==> config.mk <==
export PLATFORM = sky130hd
export DESIGN_NAME = wb_stage_flat
export DESIGN_NICKNAME = d
export VERILOG_FILES = /design/src/rtl/wb_stage_pkg.sv /design/src/rtl/wb_stage_if.sv /design/src/rtl/wb_stage_regfile.sv /design/src/rtl/wb_stage.sv /design/src/flat_wrapper.sv
export SDC_FILE = /design/constraint.sdc
export NUM_CORES = 2
export LEC_CHECK = 0
export BUFFER_PORTS_ARGS = -buffer_cell sky130_fd_sc_hd__buf_4
export CAP_MARGIN = 5
export CORE_MARGIN = 2
export CORE_UTILIZATION = 60
export CTS_CLUSTER_DIAMETER = 100
export DETAILED_ROUTE_END_ITERATION = 6
export PLACE_DENSITY_LB_ADDON = 0.05
export SETUP_SLACK_MARGIN = 0.1
export SLEW_MARGIN = 10
export SYNTH_ARGS = -nofsm -noshare
export SYNTH_HDL_FRONTEND = slang
export SYNTH_SLANG_ARGS = --single-unit
==> constraint.sdc <==
create_clock -name clk -period 41.7 [get_ports clk]
set_clock_uncertainty 0.1 [all_clocks]
set_input_delay 2.085 -clock clk [delete_from_list [all_inputs] [get_ports clk]]
set_output_delay 2.085 -clock clk [all_outputs]
set_load 0.01 [all_outputs]
==> src/rtl/wb_stage_pkg.sv <==
// Shared widths and ES-to-WS bus layout for the write-back stage.
package wb_stage_pkg;

  localparam int ES_TO_WS_BUS_WD = 70;
  // Spelling kept for compatibility with existing users of this constant.
  localparam int FORWAED_BUS_WD  = 37;

  localparam int ES_PC_LSB    = 0;
  localparam int ES_RES_LSB   = 32;
  localparam int ES_DEST_LSB  = 64;
  localparam int ES_GR_WE_BIT = 69;

  typedef struct packed {
    logic        gr_we;
    logic [4:0]  dest;
    logic [31:0] final_result;
    logic [31:0] pc;
  } es_to_ws_t;

  function automatic logic [FORWAED_BUS_WD-1:0] fwd_pack(input logic [31:0] data,
                                                         input logic [4:0]  dest);
    return {data, dest};
  endfunction

endpackage

==> src/rtl/wb_stage_if.sv <==
// Handshake, register-read, forwarding and trace signals around the write-back stage.
interface wb_stage_if;
  import wb_stage_pkg::*;

  logic                       es_to_ws_valid;
  logic [ES_TO_WS_BUS_WD-1:0] es_to_ws_bus;
  logic                       ws_allowin;
  logic [4:0]                 rf_raddr1;
  logic [4:0]                 rf_raddr2;
  logic [31:0]                rf_rdata1;
  logic [31:0]                rf_rdata2;
  logic [FORWAED_BUS_WD-1:0]  wb_forward_bus;
  logic                       trace_ready;
  logic [31:0]                debug_wb_pc;
  logic [3:0]                 debug_wb_rf_we;
  logic [4:0]                 debug_wb_rf_wnum;
  logic [31:0]                debug_wb_rf_wdata;
  logic [63:0]                instret;

  modport slave (
    input  es_to_ws_valid, es_to_ws_bus, rf_raddr1, rf_raddr2, trace_ready,
    output ws_allowin, rf_rdata1, rf_rdata2, wb_forward_bus,
           debug_wb_pc, debug_wb_rf_we, debug_wb_rf_wnum, debug_wb_rf_wdata, instret
  );

  modport master (
    output es_to_ws_valid, es_to_ws_bus, rf_raddr1, rf_raddr2, trace_ready,
    input  ws_allowin, rf_rdata1, rf_rdata2, wb_forward_bus,
           debug_wb_pc, debug_wb_rf_we, debug_wb_rf_wnum, debug_wb_rf_wdata, instret
  );

endinterface

==> src/rtl/wb_stage_regfile.sv <==
// 32x32 architectural register file: r0 reads as zero, reads bypass the same-cycle write.
module regfile (
  input  logic        clk,
  input  logic        reset,
  input  logic        we,
  input  logic [4:0]  waddr,
  input  logic [31:0] wdata,
  input  logic [4:0]  raddr1,
  input  logic [4:0]  raddr2,
  output logic [31:0] rdata1,
  output logic [31:0] rdata2
);

  logic [31:0] r_rf [32];

  always_ff @(posedge clk or posedge reset) begin
    if (reset) begin
      for (int i = 0; i < 32; i++) r_rf[i] <= '0;
    end else if (we && (waddr != 5'd0)) begin
      r_rf[waddr] <= wdata;
    end
  end

  always_comb begin
    rdata1 = r_rf[raddr1];
    if (raddr1 == 5'd0)                rdata1 = '0;
    else if (we && (raddr1 == waddr))  rdata1 = wdata;
  end

  always_comb begin
    rdata2 = r_rf[raddr2];
    if (raddr2 == 5'd0)                rdata2 = '0;
    else if (we && (raddr2 == waddr))  rdata2 = wdata;
  end

endmodule

==> src/rtl/wb_stage.sv <==
// Write-back stage: latches one retiring instruction, commits it to the register file,
// drives the forwarding bus, the commit trace and the retired-instruction counter.
module wb_stage
  import wb_stage_pkg::*;
#(
  parameter int TRACE_EN = 1
) (
  input  logic        clk,
  input  logic        reset,
  wb_stage_if.slave   wb
);

  logic                       r_ws_valid;
  logic [ES_TO_WS_BUS_WD-1:0] r_ws_bus;
  logic [63:0]                r_instret;

  logic        w_ready_go;
  logic        w_allowin;
  logic        w_commit;
  logic        w_gr_we;
  logic [4:0]  w_dest;
  logic [31:0] w_result;
  logic [31:0] w_pc;
  logic        w_rf_we;

  assign w_gr_we  = r_ws_bus[ES_GR_WE_BIT];
  assign w_dest   = r_ws_bus[ES_DEST_LSB +: 5];
  assign w_result = r_ws_bus[ES_RES_LSB +: 32];
  assign w_pc     = r_ws_bus[ES_PC_LSB +: 32];

  assign w_ready_go = (TRACE_EN == 0) || wb.trace_ready;
  assign w_allowin  = !r_ws_valid || w_ready_go;
  assign w_commit   = r_ws_valid && w_ready_go;
  assign w_rf_we    = w_commit && w_gr_we && (w_dest != 5'd0);

  always_ff @(posedge clk or posedge reset) begin
    if (reset) begin
      r_ws_valid <= 1'b0;
      r_ws_bus   <= '0;
      r_instret  <= '0;
    end else begin
      if (w_allowin) r_ws_valid <= wb.es_to_ws_valid;
      if (w_allowin && wb.es_to_ws_valid) r_ws_bus <= wb.es_to_ws_bus;
      if (w_commit) r_instret <= r_instret + 64'd1;
    end
  end

  regfile u_regfile (
    .clk    (clk),
    .reset  (reset),
    .we     (w_rf_we),
    .waddr  (w_dest),
    .wdata  (w_result),
    .raddr1 (wb.rf_raddr1),
    .raddr2 (wb.rf_raddr2),
    .rdata1 (wb.rf_rdata1),
    .rdata2 (wb.rf_rdata2)
  );

  // Forwarding stays live during a trace stall: the held result is already final.
  assign wb.wb_forward_bus = (r_ws_valid && w_gr_we && (w_dest != 5'd0)) ?
                             fwd_pack(w_result, w_dest) : '0;

  assign wb.ws_allowin        = w_allowin;
  assign wb.debug_wb_pc       = w_pc;
  assign wb.debug_wb_rf_we    = {4{w_rf_we}};
  assign wb.debug_wb_rf_wnum  = w_dest;
  assign wb.debug_wb_rf_wdata = w_result;
  assign wb.instret           = r_instret;

endmodule

==> src/flat_wrapper.sv <==
// flat-port wrapper written by rule: the top's interface ports become plain ports
module wb_stage_flat import wb_stage_pkg::*;
#(
  parameter int TRACE_EN = 1
)
  (clk, reset, wb_es_to_ws_valid, wb_es_to_ws_bus, wb_rf_raddr1, wb_rf_raddr2, wb_trace_ready, wb_ws_allowin, wb_rf_rdata1, wb_rf_rdata2, wb_wb_forward_bus, wb_debug_wb_pc, wb_debug_wb_rf_we, wb_debug_wb_rf_wnum, wb_debug_wb_rf_wdata, wb_instret);
  wb_stage_if wb_i ();
  input  logic clk;
  input  logic reset;
  input wire logic [$bits(wb_i.es_to_ws_valid)-1:0] wb_es_to_ws_valid;
  input wire logic [$bits(wb_i.es_to_ws_bus)-1:0] wb_es_to_ws_bus;
  input wire logic [$bits(wb_i.rf_raddr1)-1:0] wb_rf_raddr1;
  input wire logic [$bits(wb_i.rf_raddr2)-1:0] wb_rf_raddr2;
  input wire logic [$bits(wb_i.trace_ready)-1:0] wb_trace_ready;
  output wire logic [$bits(wb_i.ws_allowin)-1:0] wb_ws_allowin;
  output wire logic [$bits(wb_i.rf_rdata1)-1:0] wb_rf_rdata1;
  output wire logic [$bits(wb_i.rf_rdata2)-1:0] wb_rf_rdata2;
  output wire logic [$bits(wb_i.wb_forward_bus)-1:0] wb_wb_forward_bus;
  output wire logic [$bits(wb_i.debug_wb_pc)-1:0] wb_debug_wb_pc;
  output wire logic [$bits(wb_i.debug_wb_rf_we)-1:0] wb_debug_wb_rf_we;
  output wire logic [$bits(wb_i.debug_wb_rf_wnum)-1:0] wb_debug_wb_rf_wnum;
  output wire logic [$bits(wb_i.debug_wb_rf_wdata)-1:0] wb_debug_wb_rf_wdata;
  output wire logic [$bits(wb_i.instret)-1:0] wb_instret;
  assign wb_i.es_to_ws_valid = wb_es_to_ws_valid;
  assign wb_i.es_to_ws_bus = wb_es_to_ws_bus;
  assign wb_i.rf_raddr1 = wb_rf_raddr1;
  assign wb_i.rf_raddr2 = wb_rf_raddr2;
  assign wb_i.trace_ready = wb_trace_ready;
  assign wb_ws_allowin = wb_i.ws_allowin;
  assign wb_rf_rdata1 = wb_i.rf_rdata1;
  assign wb_rf_rdata2 = wb_i.rf_rdata2;
  assign wb_wb_forward_bus = wb_i.wb_forward_bus;
  assign wb_debug_wb_pc = wb_i.debug_wb_pc;
  assign wb_debug_wb_rf_we = wb_i.debug_wb_rf_we;
  assign wb_debug_wb_rf_wnum = wb_i.debug_wb_rf_wnum;
  assign wb_debug_wb_rf_wdata = wb_i.debug_wb_rf_wdata;
  assign wb_instret = wb_i.instret;
  wb_stage #(.TRACE_EN(TRACE_EN)) u_core (.clk(clk), .reset(reset), .wb(wb_i));
endmodule
# == Word level (Yosys, flattened, before mapping) ==
# Cells that the tools add are included.
# totals
word_cells,74
register_bits,1159
input_bits,84
# op_classes
reduce_logical,15
order_cmp,4
eq_ne,2
n_addsub,1
n_bitwise,3
n_mux,14
# op_table
cell,count
$bwmux 1024,1
$bmux 32 s5,2
$mux 32,9
$demux 32 s5,1
$add 64x1->64 const B,1
$mux 37,1
$ge 6x6->1 const B,3
$not 5->6,3
$eq 5x5->1,2
$logic_and 1x1->1,10
$logic_not 5->1,2
$lt 6x1->1 const B,1
$reduce_bool 5->1,1
$logic_not 1->1,1
$logic_or 1x1->1,1

# == Logic depth before layout (Yosys ltp) ==
# depth
word_depth,6
depth_mapped,10
mapped_depth_nobuf,6

# == Hierarchy ==
# A second synthesis with hierarchy kept.
# unflattened
cells_unflattened,4294
area_unflattened_um2,61211.2
# modules_own_cells
module,n_inst,area_each_um2,cells_per_inst
regfile,1,54690.0,3746
wb_stage,1,6521.3,548

# == Worst setup path before layout ==
# OpenSTA, ideal clock, no wires.
# synth_path
path_kind,input port to output port
start,input wb_rf_raddr1[1]
end,output wb_rf_rdata1[16]
t_required_ns,39.515
setup_slack_ns,35.762
arrival_ns,3.753
stages,8
cell_sequence,buf_2 > buf_4 > buf_4 > buf_2 > mux4_2 > a22oi_1 > nand2_1 > a221o_1
# synth_between
elab_chain_cells,6
# synth_lines
element,line_no,rtl
"start, declared",flat_wrapper.sv:12,input wire logic [$bits(wb_i.rf_raddr1)-1:0] wb_rf_raddr1;
$not 5->6 (not written as such),wb_stage_regfile.sv:25,rdata1 = r_rf[raddr1];
$bmux 32 s5,wb_stage_regfile.sv:25,
$mux 32 (not written as such) (2 in series),wb_stage_regfile.sv:25,
$mux 32,wb_stage_regfile.sv:27,else if (we && (raddr1 == waddr)) rdata1 = wdata;
$mux 32 (*),wb_stage_regfile.sv:26,if (raddr1 == 5'd0) rdata1 = '0;
"end, declared",flat_wrapper.sv:16,output wire logic [$bits(wb_i.rf_rdata1)-1:0] wb_rf_rdata1;
# Every way passes the cells marked *; elsewhere a longest branch is shown, timed or not. The select of a mux whose other input is x is not followed.

# == Worst setup path in the final report ==
# layout_path
start,input wb_rf_raddr1[0]
end,output wb_rf_rdata1[24]
# The elaborated chain is that of the path after synthesis.

==> out/results.ini <==
[grt]
overflow = 0
grt.total_usage_pct = 39.0
grt_pass1_vias = 41400
grt_max_degree = 169
antenna_found_initial = 11
grt_pass1_wl_um = 293000

[power_and_ir_drop]
ir_drop_mv = 0.0353
cellPowerDensity_nw_per_um2 = 50.4
p_leak_nw = 31.4

[setup_path]
crit_path_max_incr_delay_ns = 0.87
cp.arrival_ns = 6.61
rr_startpoint = u_core.r_ws_bus[67]
slowest_stage = buf_4
reg2reg_to = u_core.u_regfile.r_rf[380]
crit_type = primary input to output port
crit_chain = buf_8 > buf_4 > buf_4 > buf_4 > mux2i_1 > a221oi_1 > o21ai_0 > o22a_1 > a21oi_1 > buf_4
cp.required_ns = 39.52
regToRegSetupSlack_ns = 37.80
cp_num_buf_inv = 5
critPathMaxFanout = 58
reg2regPathDepth = 5
end_kind = output port
path_common_cell = buf_4
critPathTopFamily = buffers and inverters
crit_path_start_kind = primary input

[routing]
routedWlPerCell_um = 34.8
vias_per_cell = 7.18
drc = 0
drtIter0Drc = 5084
antenna_left = 0
via_count = 41700
dr.pass1.iters = 5
wl_um = 202000

[synth]
async_flop_share_pct = 100
ys_seq_area_share_pct = 47.2
ys_warn_count = 0
syn_nets = 4381
synth_seq_cells = 1159
syn_area_per_cell_um2 = 14.3
synth_edf_count = 0
synth_cell_types = 67
synthFlopType = dfrtp_1
netlist_instances = 4296
syn_area_um2 = 61500

[floorplanning]
dieArea_um2 = 105000
core.rowCount = 117
die_h_um = 324
core_area_um2 = 102000
initial_core_util_pct = 60.4
die_w_um = 324
io_pins = 323

[sta]
finalHoldViolCount = 0
finalCritPeriodShare_pct = 21.1
setup_violations = 0
rsz0062_at_grt = false
max_slew_margin_pct = 7.25
drv_slew = 0
setup_tns_ns = 0
timing.fmax_ghz = 0.114
min_period_ns = 8.79
worst_pin_slew_ns = 1.39

[cts]
cts_sinks = 1159
htree_levels = 3
post-cts-setup-buffers = 0
cts_buffer_depth = 3
cts_tree = built
clk_pin_slew_ns = 0.06
ctsResizeCount = 0
cts_buffers = 121
cts_hold_buffers = 0
root_buffer = clkbuf_16
clk_latency_ns = 0.72

[worst_hold_path]
whs_endpoint = u_core.u_regfile.r_rf[997]
min_from = u_core.u_regfile.r_rf[997]
worstHoldPathType = flop to flop
min_path_cells = 0

[finish]
stdcell_area_um2 = 68200
instances_no_fill = 5814
fill_cells = 7356
area_delta_synth_final_pct = 10.9
finalNetCount = 4424
fin_util_pct = 67.0
drive_gt1_share_pct = 52.2

[place]
gp_congestion = 0.856
placedInstanceArea_um2 = 64100
dp.cells = 5583
place_hpwl_um = 118000
port_buffers = 322

[run]
drv_cap = 0

[status]
outcome = completed

[power by group]
| part | leakage [nW] | internal, W | switching (W) |
|---|---|---|---|
| clock network | 2.01 | 0.000653 | 0.000462 |
| registers | 15.6 | 0.00136 | 0.000194 |
| logic | 13.8 | 0.000444 | 0.000319 |
| total | 31.4 | 0.00246 | 0.000975 |
[cells by family after synthesis]
group                    Yosys count  share of synthesized area [%]
AO/OA/AOI/OAI                    412                           4.49
XOR/XNOR                          73                           1.04
adder cells (fa/ha/maj)            1                         0.0203
buffers and inverters            547                           4.65
flip-flops                      1159                           47.2
multiplexers                    1667                           38.6
AND/OR/NAND/NOR                  437                           3.99
[cell usage after synthesis (16+ instances only)]
library cell | count | share of area, %
a21oi_1 | 49 | 0.40
a22o_1 | 20 | 0.28
a22oi_1 | 63 | 0.77
and2_1 | 38 | 0.39
and3_1 | 21 | 0.21
buf_1 | 24 | 0.15
buf_2 | 181 | 1.5
buf_4 | 136 | 1.7
clkbuf_1 | 179 | 1.1
dfrtp_1 | 1159 | 47
inv_1 | 16 | 0.098
mux2_2 | 1155 | 21
mux2i_1 | 62 | 1.0
mux4_2 | 449 | 16
nand2_1 | 81 | 0.49
nand3_1 | 42 | 0.34
nand4_1 | 23 | 0.23
nor2_1 | 80 | 0.49
nor2b_1 | 22 | 0.22
nor3_1 | 31 | 0.25
nor4_1 | 31 | 0.32
o21ai_0 | 68 | 0.55
o22ai_1 | 126 | 1.3
xnor2_1 | 33 | 0.47
xor2_1 | 40 | 0.57
[stage by stage]
step	hold WS [ns]	power [W]	setup WS (ns)
2_1_floorplan	0.338	0.00209	6.87
3_3_place_gp	0.277	0.00229	32.99
3_5_place_dp	0.283	0.00232	32.94
4_1_cts	0.298	0.00343	32.95
5_1_grt	0.302	0.00357	32.68
6_report	0.294	0.00343	32.91
[cell usage in the layout (no fill, tap or decap), types with 6 or more instances in the layout]
cell          n
dfrtp_1    1159
a22oi_1      63
or3b_2        6
nor2_1       68
clkbuf_8     29
o22a_1        9
nor4_1       31
xnor2_1      33
o21ai_0      68
and3_1       21
a2111oi_0    13
inv_1        13
mux2_2     1155
a211oi_1      9
bufinv_16     9
mux4_2      449
nand2_1      66
a221oi_1      6
a21oi_1      49
nand3_1      39
nand4_1      23
nor2b_1      16
buf_4       440
a221o_1      13
nor3_1       30
clkbuf_1     39
nand2_2      15
nor2_4       10
and2_1       37
xor2_1       40
o211ai_1     12
o221ai_1     10
clkinv_2     20
mux2i_1      62
a22o_1       20
clkbuf_16   125
o22ai_1     126
[area by class of cell]
cell class / instances / area, µm² / share of cell area [%]
Clock buffer: 192 / 3660 / 5.37
Timing Repair Buffer: 451 / 3490 / 5.12
Tap cell: 1368 / 1710 / 2.51
Inverter: 16 / 67.6 / 0.0991
Clock inverter: 35 / 419 / 0.615
Sequential cell: 1159 / 29000 / 42.5
Multi-Input combinational cell: 2590 / 29800 / 43.8
Antenna cell: 3 / 7.51 / 0.0110
[flip-flops by register name (all words and copies together) (netlist names)]
| register | cells |
|---|---|
| u_core.r_ws_bus | 70 |
| u_core.u_regfile.r_rf | 1024 |
| u_core.r_ws_valid | 1 |
| u_core.wb.instret | 64 |
[worst max path at each step]
stage	cells past startpoint	end	start
after floorplan	1	u_core.r_ws_bus[0]	reset
final	10	wb_rf_rdata1[24]	wb_rf_raddr1[0]
after detailed placement	10	wb_rf_rdata2[20]	wb_rf_raddr2[0]
after global routing	10	wb_rf_rdata1[24]	wb_rf_raddr1[0]
after global placement	10	wb_rf_rdata2[20]	wb_rf_raddr2[0]
after CTS	10	wb_rf_rdata1[24]	wb_rf_raddr1[0]
[routing by layer]
metal / global-route usage, % / up-vias / part of all wire [%]
met5: 0.370 / - / 0.068
met4: 18.4 / 16 / 5.3
met3: 11.1 / 599 / 11
met2: 57.4 / 2594 / 44
met1: 54.1 / 22100 / 39
li1: - / 16400 / -
Power figures use the tool's default switching activity.
